**src/rtl/l1_mem_arbiter_if.sv**
```systemverilog
// Generic memory bus shared by the L1 caches and the memory port.
// The cpu side drives requests and the generic_bus side answers with rdata/busy.
interface generic_bus_if;
  logic [31:0] addr;
  logic [31:0] wdata;
  logic [31:0] rdata;
  logic        ren;
  logic        wen;
  logic        busy;
  logic [3:0]  byte_en;

  modport cpu (
    output addr, wdata, ren, wen, byte_en,
    input  rdata, busy
  );

  modport generic_bus (
    input  addr, wdata, ren, wen, byte_en,
    output rdata, busy
  );
endinterface

```
**src/rtl/l1_mem_arbiter.sv**
```systemverilog
// Two-master arbiter (I-cache, D-cache) onto one memory bus, with burst preemption after MAX_BEATS.
// Define ARB_ROUND_ROBIN_EN for round-robin tie breaking; otherwise D-cache has fixed priority.
module l1_mem_arbiter #(
  parameter int unsigned MAX_BEATS = 8
) (
  input  logic                    CLK,
  input  logic                    nRST,
  generic_bus_if.generic_bus      icache_bus,
  generic_bus_if.generic_bus      dcache_bus,
  generic_bus_if.cpu              mem_bus
);

  localparam int unsigned CNT_W = (MAX_BEATS == 0) ? 1 : $clog2(MAX_BEATS + 1);
  localparam logic [CNT_W-1:0] CNT_ONE = CNT_W'(1);
  localparam logic [CNT_W-1:0] CNT_MAX = '1;

  typedef enum logic [1:0] {
    IDLE    = 2'd0,
    GRANT_I = 2'd1,
    GRANT_D = 2'd2
  } state_e;

  typedef enum logic {
    SEL_I = 1'b0,
    SEL_D = 1'b1
  } sel_e;

  state_e           state_q, state_d;
  sel_e             last_grant_q, last_grant_d;
  logic [CNT_W-1:0] beat_cnt_q, beat_cnt_d;

  logic i_req, d_req;
  logic own_req, other_req;
  logic beat_done, quota_hit, tie_to_d;

  assign i_req = icache_bus.ren | icache_bus.wen;
  assign d_req = dcache_bus.ren | dcache_bus.wen;

`ifdef ARB_ROUND_ROBIN_EN
  assign tie_to_d = (last_grant_q == SEL_I);
`else
  assign tie_to_d = 1'b1;
`endif

  // Preemption is allowed once the beat completing now reaches the quota.
  assign quota_hit = (MAX_BEATS != 0) &&
                     ((32'(beat_cnt_q) + 32'd1) >= MAX_BEATS);

  // NOTE: every variable written here gets a default first, so no path leaves
  // a value unassigned and no latch is inferred.
  always_comb begin : next_state
    state_d      = state_q;
    last_grant_d = last_grant_q;
    beat_cnt_d   = beat_cnt_q;
    own_req      = 1'b0;
    other_req    = 1'b0;

    case (state_q)
      GRANT_I: begin
        own_req   = i_req;
        other_req = d_req;
      end
      GRANT_D: begin
        own_req   = d_req;
        other_req = i_req;
      end
      default: ;
    endcase

    beat_done = own_req & ~mem_bus.busy;

    case (state_q)
      IDLE: begin
        if (i_req && d_req) begin
          state_d = tie_to_d ? GRANT_D : GRANT_I;
        end else if (d_req) begin
          state_d = GRANT_D;
        end else if (i_req) begin
          state_d = GRANT_I;
        end
      end
      GRANT_I: begin
        if (!own_req) begin
          state_d = other_req ? GRANT_D : IDLE;
        end else if (beat_done && quota_hit && other_req) begin
          state_d = GRANT_D;
        end
      end
      GRANT_D: begin
        if (!own_req) begin
          state_d = other_req ? GRANT_I : IDLE;
        end else if (beat_done && quota_hit && other_req) begin
          state_d = GRANT_I;
        end
      end
      default: state_d = IDLE;
    endcase

    // A new owner starts a fresh beat count; dropping to IDLE keeps last_grant.
    if (state_d != state_q) begin
      beat_cnt_d = '0;
      if (state_d == GRANT_I) begin
        last_grant_d = SEL_I;
      end else if (state_d == GRANT_D) begin
        last_grant_d = SEL_D;
      end
    end else if (beat_done && (beat_cnt_q != CNT_MAX)) begin
      beat_cnt_d = beat_cnt_q + CNT_ONE;
    end
  end

  always_comb begin : bus_mux
    mem_bus.addr      = '0;
    mem_bus.wdata     = '0;
    mem_bus.ren       = 1'b0;
    mem_bus.wen       = 1'b0;
    mem_bus.byte_en   = '0;
    icache_bus.rdata  = '0;
    icache_bus.busy   = 1'b1;
    dcache_bus.rdata  = '0;
    dcache_bus.busy   = 1'b1;

    // Only the registered owner reaches memory, so the other side cannot glitch it.
    case (state_q)
      GRANT_I: begin
        mem_bus.addr     = icache_bus.addr;
        mem_bus.wdata    = icache_bus.wdata;
        mem_bus.ren      = icache_bus.ren;
        mem_bus.wen      = icache_bus.wen;
        mem_bus.byte_en  = icache_bus.byte_en;
        icache_bus.rdata = mem_bus.rdata;
        icache_bus.busy  = mem_bus.busy;
      end
      GRANT_D: begin
        mem_bus.addr     = dcache_bus.addr;
        mem_bus.wdata    = dcache_bus.wdata;
        mem_bus.ren      = dcache_bus.ren;
        mem_bus.wen      = dcache_bus.wen;
        mem_bus.byte_en  = dcache_bus.byte_en;
        dcache_bus.rdata = mem_bus.rdata;
        dcache_bus.busy  = mem_bus.busy;
      end
      default: ;
    endcase
  end

  // NOTE: state registers use non-blocking assignments so every flop samples
  // the pre-edge values regardless of statement order.
  always_ff @(posedge CLK or negedge nRST) begin
    if (!nRST) begin
      state_q      <= IDLE;
      last_grant_q <= SEL_I;
      beat_cnt_q   <= '0;
    end else begin
      state_q      <= state_d;
      last_grant_q <= last_grant_d;
      beat_cnt_q   <= beat_cnt_d;
    end
  end

endmodule

```
**src/flat_wrapper.sv**
```systemverilog
// flat-port wrapper written by rule: the top's interface ports become plain ports
module l1_mem_arbiter_flat 
#(
  parameter int unsigned MAX_BEATS = 8
)
  (CLK, nRST, icache_bus_addr, icache_bus_wdata, icache_bus_ren, icache_bus_wen, icache_bus_byte_en, icache_bus_rdata, icache_bus_busy, dcache_bus_addr, dcache_bus_wdata, dcache_bus_ren, dcache_bus_wen, dcache_bus_byte_en, dcache_bus_rdata, dcache_bus_busy, mem_bus_addr, mem_bus_wdata, mem_bus_ren, mem_bus_wen, mem_bus_byte_en, mem_bus_rdata, mem_bus_busy);
  generic_bus_if icache_bus_i ();
  generic_bus_if dcache_bus_i ();
  generic_bus_if mem_bus_i ();
  input  logic CLK;
  input  logic nRST;
  input wire logic [$bits(icache_bus_i.addr)-1:0] icache_bus_addr;
  input wire logic [$bits(icache_bus_i.wdata)-1:0] icache_bus_wdata;
  input wire logic [$bits(icache_bus_i.ren)-1:0] icache_bus_ren;
  input wire logic [$bits(icache_bus_i.wen)-1:0] icache_bus_wen;
  input wire logic [$bits(icache_bus_i.byte_en)-1:0] icache_bus_byte_en;
  output wire logic [$bits(icache_bus_i.rdata)-1:0] icache_bus_rdata;
  output wire logic [$bits(icache_bus_i.busy)-1:0] icache_bus_busy;
  input wire logic [$bits(dcache_bus_i.addr)-1:0] dcache_bus_addr;
  input wire logic [$bits(dcache_bus_i.wdata)-1:0] dcache_bus_wdata;
  input wire logic [$bits(dcache_bus_i.ren)-1:0] dcache_bus_ren;
  input wire logic [$bits(dcache_bus_i.wen)-1:0] dcache_bus_wen;
  input wire logic [$bits(dcache_bus_i.byte_en)-1:0] dcache_bus_byte_en;
  output wire logic [$bits(dcache_bus_i.rdata)-1:0] dcache_bus_rdata;
  output wire logic [$bits(dcache_bus_i.busy)-1:0] dcache_bus_busy;
  output wire logic [$bits(mem_bus_i.addr)-1:0] mem_bus_addr;
  output wire logic [$bits(mem_bus_i.wdata)-1:0] mem_bus_wdata;
  output wire logic [$bits(mem_bus_i.ren)-1:0] mem_bus_ren;
  output wire logic [$bits(mem_bus_i.wen)-1:0] mem_bus_wen;
  output wire logic [$bits(mem_bus_i.byte_en)-1:0] mem_bus_byte_en;
  input wire logic [$bits(mem_bus_i.rdata)-1:0] mem_bus_rdata;
  input wire logic [$bits(mem_bus_i.busy)-1:0] mem_bus_busy;
  assign icache_bus_i.addr = icache_bus_addr;
  assign icache_bus_i.wdata = icache_bus_wdata;
  assign icache_bus_i.ren = icache_bus_ren;
  assign icache_bus_i.wen = icache_bus_wen;
  assign icache_bus_i.byte_en = icache_bus_byte_en;
  assign icache_bus_rdata = icache_bus_i.rdata;
  assign icache_bus_busy = icache_bus_i.busy;
  assign dcache_bus_i.addr = dcache_bus_addr;
  assign dcache_bus_i.wdata = dcache_bus_wdata;
  assign dcache_bus_i.ren = dcache_bus_ren;
  assign dcache_bus_i.wen = dcache_bus_wen;
  assign dcache_bus_i.byte_en = dcache_bus_byte_en;
  assign dcache_bus_rdata = dcache_bus_i.rdata;
  assign dcache_bus_busy = dcache_bus_i.busy;
  assign mem_bus_addr = mem_bus_i.addr;
  assign mem_bus_wdata = mem_bus_i.wdata;
  assign mem_bus_ren = mem_bus_i.ren;
  assign mem_bus_wen = mem_bus_i.wen;
  assign mem_bus_byte_en = mem_bus_i.byte_en;
  assign mem_bus_i.rdata = mem_bus_rdata;
  assign mem_bus_i.busy = mem_bus_busy;
  l1_mem_arbiter #(.MAX_BEATS(MAX_BEATS)) u_core (.CLK(CLK), .nRST(nRST), .icache_bus(icache_bus_i), .dcache_bus(dcache_bus_i), .mem_bus(mem_bus_i));
endmodule
```
**config.mk**
```make
export PLATFORM = sky130hd
export DESIGN_NAME = l1_mem_arbiter_flat
export DESIGN_NICKNAME = d
export VERILOG_FILES = /design/src/rtl/l1_mem_arbiter_if.sv /design/src/rtl/l1_mem_arbiter.sv /design/src/flat_wrapper.sv
export SDC_FILE = /design/constraint.sdc
export NUM_CORES = 1
export LEC_CHECK = 0
export ABC_AREA = 1
export CORE_AREA = 2 2 121 123
export CTS_CLUSTER_DIAMETER = 40
export DETAILED_ROUTE_END_ITERATION = 10
export DIE_AREA = 0 0 123 125
export GPL_ROUTABILITY_DRIVEN = 0
export PLACE_DENSITY = 0.57
export SKIP_LAST_GASP = 1
export SLEW_MARGIN = 20
export SYNTH_ARGS = -nofsm -noshare
export SYNTH_HDL_FRONTEND = slang
export SYNTH_SLANG_ARGS = --single-unit
```
**constraint.sdc**
```tcl
create_clock -name CLK -period 2.3 [get_ports CLK]
set_input_delay 0.23 -clock CLK [delete_from_list [all_inputs] [get_ports CLK]]
set_output_delay 0.23 -clock CLK [all_outputs]
set_load 0.1 [all_outputs]
```
## Word level (Yosys, flattened, before mapping)

Index checks and enable logic that the tools add are counted.

- Memories kept: 0
- Word-level logic and storage cells: 42
- ROM bits: 0
- Bits in latches: 0
- Output and inout port bits: 136
- Bits in writable memories: 0
- Flip-flop bits (word level): 6
- Input port bits: 175

- Shift operators: 0
- $lt $le $gt $ge: 1
- Bitwise gates (word level): 4
- Multipliers: 0
- Reduce and logical (&&, ||, !) cells: 6
- Equal/unequal tests: 4
- Multiplexer cells: 23
- Div/mod/pow operators: 0
- Add/subtract/negate cells: 2

Operator list:

| operator | number |
|---|---|
| 32-bit one-hot mux with 2 select lines | 2 |
| 32-bit two-way mux | 2 |
| 32-bit by 4-bit greater-or-equal comparator with 1-bit output (second input constant) | 1 |
| 2-bit two-way mux | 8 |
| 4-bit two-way mux | 2 |
| 1-bit one-hot mux with 2 select lines | 4 |
| 4-bit one-hot mux with 2 select lines | 1 |
| 2-bit one-hot mux with 3 select lines | 1 |
| 4-bit by 1-bit adder with 5-bit output (second input constant) | 1 |
| 4-bit by 1-bit adder with 4-bit output (second input constant) | 1 |
| 1-bit logical AND | 4 |
| 4-bit inequality test (second input constant) | 1 |
| 1-bit two-way mux | 3 |
| 2-bit by 1-bit equality test with 1-bit output (second input constant) | 1 |
| 2-bit equality test (second input constant) | 1 |
| 2-bit zero test | 1 |
| 2-bit inequality test | 1 |
| 1-bit bitwise OR | 2 |
| 2-bit nonzero test | 1 |
| 1-bit bitwise AND | 1 |
| 1-bit inverter | 1 |

## Logic depth before layout (Yosys ltp)

- Depth in word-level cells: 10
- Depth in mapped cells: 17
- Gate-level depth less buffers: 16

## Least setup slack after synthesis

No wires, ideal clock.

- Path kind: register to output
- Start: register u_core.state_q[0]
- End: output port mem_bus_addr[10]
- Path slack: -0.792 ns
- Arrival: 2.862 ns
- Stages on the path, launching flop included: 8
- Cell sequence: dfrtp_1 > inv_1 > ha_1 > buf_4 > clkbuf_1 > clkbuf_1 > nand2_1 > a21oi_1

- Cells in the longest elaborated chain, start to end: 2
- Elaborated cells between the ends (all ways): 3
- Those cells by class: eq/ne (2); mux (1)

RTL lines:

| element | line | RTL |
|---|---|---|
| start, declared | l1_mem_arbiter.sv:28 | `state_e state_q, state_d;` |
| start signal, assigned | l1_mem_arbiter.sv:155 | `state_q <= state_d;` |
| 2-bit equality test or 2-bit by 1-bit equality test with 1-bit output (tied branches) | l1_mem_arbiter.sv:124 | `case (state_q)` |
| 32-bit one-hot mux with 2 select lines * | l1_mem_arbiter.sv:124 |  |
| end, declared | flat_wrapper.sv:26 | `output wire logic [$bits(mem_bus_i.addr)-1:0] mem_bus_addr;` |

Mark *: on every way between the ends. The rest lies on a longest branch, timed or not.

## Worst setup path in the final report

- Start: register u_core.state_q[1]
- End: output port mem_bus_addr[18]

Same word-level chain as after synthesis.

==> summary.json <==
{
  "outcome": {"value": "finished, final reports clean"},
  "hold_violations": {"value": 0},
  "netlist_instances": {"value": 456},
  "synth.top_cell.area_share": {"value": 0.4218},
  "tritoncts": {"value": "done"},
  "cp_slowest_stage_delay": {"value": 0.46, "unit": "ns"},
  "synth-compound-area-share": {"value": 0.1935},
  "fraction_of_synthesized_area_in_multiplexers": {"value": 0.004869},
  "cts.sink_count": {"value": 6},
  "first_global_vias": {"value": 4055},
  "ir_drop": {"value": 0.0008681, "unit": "V"},
  "port_buffer_cells": {"value": 310},
  "antenna_found_initial": {"value": 0},
  "post-route-period-util": {"value": 0.9600},
  "synth.net_count": {"value": 637},
  "chipHeight": {"value": 125, "unit": "um"},
  "timing.critical_path.cells": {"value": "inv_2, ha_1, inv_6, buf_12, buf_4, a21oi_4, buf_12"},
  "h-tree-depth": {"value": 1},
  "clock_skew": {"value": 0.005027, "unit": "ns"},
  "critPathCaptureType": {"value": "output port"},
  "synth-xor-area-share": {"value": 0.008521},
  "timing.final.ws_setup": {"value": 0.09195, "unit": "ns"},
  "cp_data_arrival_time": {"value": 1.98, "unit": "ns"},
  "route.detailed.vias_per_inst": {"value": 4.112},
  "grt_util_all_layers": {"value": 0.1759},
  "post_synth.cell_area_avg": {"value": 4.508, "unit": "um2"},
  "cp_common_cell": {"value": "sky130_fd_sc_hd__buf_12"},
  "remaining_drc_errors": {"value": 0},
  "dpl.hpwl": {"value": 12.07, "unit": "mm"},
  "tritoncts.num_buffers": {"value": 3},
  "crit_path_top_delay_cell": {"value": "sky130_fd_sc_hd__dfrtp_1"},
  "ys.warnings.count": {"value": 0},
  "worstSetupPathType": {"value": "reg -> out"},
  "finalSetupViolCount": {"value": 0},
  "post_synthesis_sequential_area_ratio": {"value": 0.07304},
  "insertedDiodeCount": {"value": 0},
  "row_count": {"value": 44},
  "drt_pass_1_iters": {"value": 4},
  "core_area": {"value": 0.01420, "unit": "mm2"},
  "synth.cell_area": {"value": 0.002056, "unit": "mm2"},
  "layout-area-overhead-vs-synth": {"value": 261.9, "unit": "%"},
  "final-max-slew-violation-count": {"value": 0},
  "final_net_count": {"value": 942},
  "max-slew-margin-rel": {"value": 0.7873},
  "period_needed": {"value": 2.208, "unit": "ns"},
  "critical-path-top-delay-family": {"value": "buffers and inverters"},
  "wire_length_of_the_first_global_routing_pass": {"value": 21.43, "unit": "mm"},
  "design.die.area": {"value": 0.01538, "unit": "mm2"},
  "max_freq": {"value": 452.9, "unit": "MHz"},
  "start_util": {"value": 0.1447},
  "synth-simple-area-share": {"value": 0.4766},
  "power.leakage": {"value": 3.270, "unit": "nW"},
  "rsz_0062_raised_after_global_routing": {"value": "no"},
  "placement.setup.worst_slack": {"value": 0.2084, "unit": "ns"},
  "drv_cap": {"value": 0},
  "die_width": {"value": 123, "unit": "um"},
  "routed-via-count": {"value": 3878},
  "timing_worst_slew_pin_value": {"value": 0.3201, "unit": "ns"},
  "post_synth_main_area_contributors": {"value": "sky130_fd_sc_hd__nand2_1 (42%), sky130_fd_sc_hd__a21oi_1 (18%), sky130_fd_sc_hd__inv_1 (14%), sky130_fd_sc_hd__dfrtp_1 (7.3%), sky130_fd_sc_hd__clkbuf_1 (5.3%)"},
  "drive_above_1_share": {"value": 0.2859},
  "total_power": {"value": 11.54, "unit": "mW"},
  "total_wirelength": {"value": 14.00, "unit": "mm"},
  "cts_hold_buf": {"value": 0},
  "ys_seq_elements": {"value": 6},
  "wl_per_cell": {"value": 14.85, "unit": "um"},
  "drt_iter0_markers": {"value": 158},
  "synth.largest_area_cell": {"value": "sky130_fd_sc_hd__nand2_1"},
  "fillerInstances": {"value": 1327},
  "grt_max_degree": {"value": 51},
  "cts.root.buffer_cell": {"value": "sky130_fd_sc_hd__clkbuf_16"},
  "gr-total-overflow": {"value": 0},
  "synthDistinctLibCells": {"value": 20},
  "worst-endpoint-required": {"value": 2.07, "unit": "ns"},
  "cp.buffers_inverters": {"value": 5},
  "final_cell_area_excluding_filler_cells": {"value": 0.007440, "unit": "mm2"},
  "clk_path_buf_depth": {"value": 2},
  "place_area": {"value": 0.007347, "unit": "mm2"},
  "num_io_pins": {"value": 311},
  "crit_path_start_kind": {"value": "register"},
  "cellPowerDensity": {"value": 1551, "unit": "mW/mm2"},
  "timing.hold.worst.class": {"value": "in -> async"},
  "synth_top_family_by_area": {"value": "simple AND/OR/NAND/NOR gates"},
  "clk_pin_slew_worst_paths": {"value": 0.04, "unit": "ns"},
  "ant_nets": {"value": 0},
  "synth_fa_ha_area_frac": {"value": 0.03652},
  "clock_latency": {"value": 0.23, "unit": "ns"},
  "critPathMaxFanout": {"value": 25}
}
[cell families (layout without fill, tap and decap cells)]
group / count (synthesis) / count (layout)
buf+inv: 111 / 414
simple gates: 253 / 253
compound gates: 77 / 77
mux: 1 / 1
fa+ha+maj: 6 / 6
flops: 6 / 6
xor+xnor: 2 / 2
[where the power goes]
| group | total, mW | internal [mW] | switching [mW] |
|---|---|---|---|
| Sequential | 0.164 | 0.127 | 0.0373 |
| Combinational | 11.1 | 3.73 | 7.36 |
| Clock | 0.280 | 0.223 | 0.0571 |
[through the flow]
| step | TNS (ns) | std cells | hold slack [ns] | util |
|---|---|---|---|---|
| 2_1_floorplan | -16.48 | 456 | -0.06559 | - |
| 3_3_place_gp | 0 | 939 | 0.4806 | 0.5173 |
| 3_5_place_dp | 0 | 939 | 0.4957 | 0.5173 |
| 4_1_cts | 0 | 942 | 0.2584 | 0.5227 |
| 5_1_grt | 0 | 943 | 0.2773 | 0.5238 |
| 6_report | 0 | 943 | 0.2484 | 0.5238 |
[per-layer routing]
layer  vias to the layer above  track usage  share of wire
li1                       1961            -              -
met1                      1745       0.1845           0.35
met2                       158       0.3533           0.57
met3                        14      0.03832          0.064
met4                         0      0.02741          0.015
met5                         -            0              0
[worst reg2reg max path, stage by stage, from the launching register on]
cell	delay, ns
sky130_fd_sc_hd__dfrtp_2	0.42
sky130_fd_sc_hd__inv_1	0.12
sky130_fd_sc_hd__ha_1	0.37
sky130_fd_sc_hd__buf_4	0.18
sky130_fd_sc_hd__nand3_2	0.08
sky130_fd_sc_hd__clkinv_2	0.08
sky130_fd_sc_hd__nand2_2	0.09
sky130_fd_sc_hd__nand2_1	0.05
sky130_fd_sc_hd__nand2_1	0.05
sky130_fd_sc_hd__nand2_1	0.04
sky130_fd_sc_hd__nand2_1	0.08
sky130_fd_sc_hd__nand2_1	0.07
sky130_fd_sc_hd__nand2_1	0.06
sky130_fd_sc_hd__nand2_1	0.06
sky130_fd_sc_hd__nand2_2	0.09
sky130_fd_sc_hd__nor2_1	0.05
[path summary, 6_finish.rpt]
path / startpoint / endpoint / slack [ns] / depth (start not counted)
max: u_core.state_q[1] / mem_bus_addr[18] / 0.09 / 7
min: nRST / u_core.beat_cnt_q[2] / 0.25 / 1
max reg2reg: u_core.state_q[0] / u_core.beat_cnt_q[3] / 0.29 / 15
min reg2reg: u_core.beat_cnt_q[3] / u_core.beat_cnt_q[3] / 0.62 / 2
max in group asynchronous: nRST / u_core.state_q[0] / 1.81 / 1
min in group CLK: u_core.beat_cnt_q[3] / u_core.beat_cnt_q[3] / 0.62 / 2
[final cells by class]
class | instances | area (um2) | share of cell area
multi-input cells | 339 | 1948 | 0.2619
repair buffers | 331 | 4728 | 0.6356
flip-flops and latches | 6 | 151.4 | 0.02035
inverters | 80 | 306.5 | 0.04120
well taps | 184 | 230.2 | 0.03095
clock buffers | 3 | 75.07 | 0.01009
[synth_stat cells, drive strengths merged]
master  number
nand2      236
inv         79
a21oi       72
clkbuf      29
nand3        8
nor2         8
dfrtp        6
ha           6
o21ai        3
buf          2
xor2         2
clkinv       1
mux2i        1
nand4        1
o211ai       1
o21bai       1
[sequential cells by signal, summed over array words and instances, names as in the netlist]
signal             count
u_core.beat_cnt_q      4
u_core.state_q         2
[repair_timing]
action	4_1_cts	5_1_grt
gates resized for setup	1	1
setup buffers	0	1
endpoints found under the setup margin	12	31
cloned	0	0
[placed cells by master (no fill, tap or decap)]
cell type,count
sky130_fd_sc_hd__buf_12,144
sky130_fd_sc_hd__o211ai_1,1
sky130_fd_sc_hd__a21oi_1,32
sky130_fd_sc_hd__o21ai_0,1
sky130_fd_sc_hd__dfrtp_2,1
sky130_fd_sc_hd__nand2_1,231
sky130_fd_sc_hd__clkdlybuf4s50_1,174
sky130_fd_sc_hd__nand3_2,1
sky130_fd_sc_hd__mux2i_1,1
sky130_fd_sc_hd__buf_4,12
sky130_fd_sc_hd__nand4_1,1
sky130_fd_sc_hd__clkbuf_8,1
sky130_fd_sc_hd__inv_1,74
sky130_fd_sc_hd__inv_2,4
sky130_fd_sc_hd__o21bai_1,1
sky130_fd_sc_hd__ha_4,2
sky130_fd_sc_hd__xor2_1,2
sky130_fd_sc_hd__inv_6,1
sky130_fd_sc_hd__clkbuf_16,3
sky130_fd_sc_hd__dfrtp_1,5
sky130_fd_sc_hd__nand3_1,7
sky130_fd_sc_hd__ha_1,4
sky130_fd_sc_hd__a21oi_4,39
sky130_fd_sc_hd__clkinv_2,1
sky130_fd_sc_hd__o21ai_2,2
sky130_fd_sc_hd__nand2_2,5
sky130_fd_sc_hd__nor2_1,8
sky130_fd_sc_hd__a21oi_2,1
No activity file was read; power rests on OpenSTA's default activity.
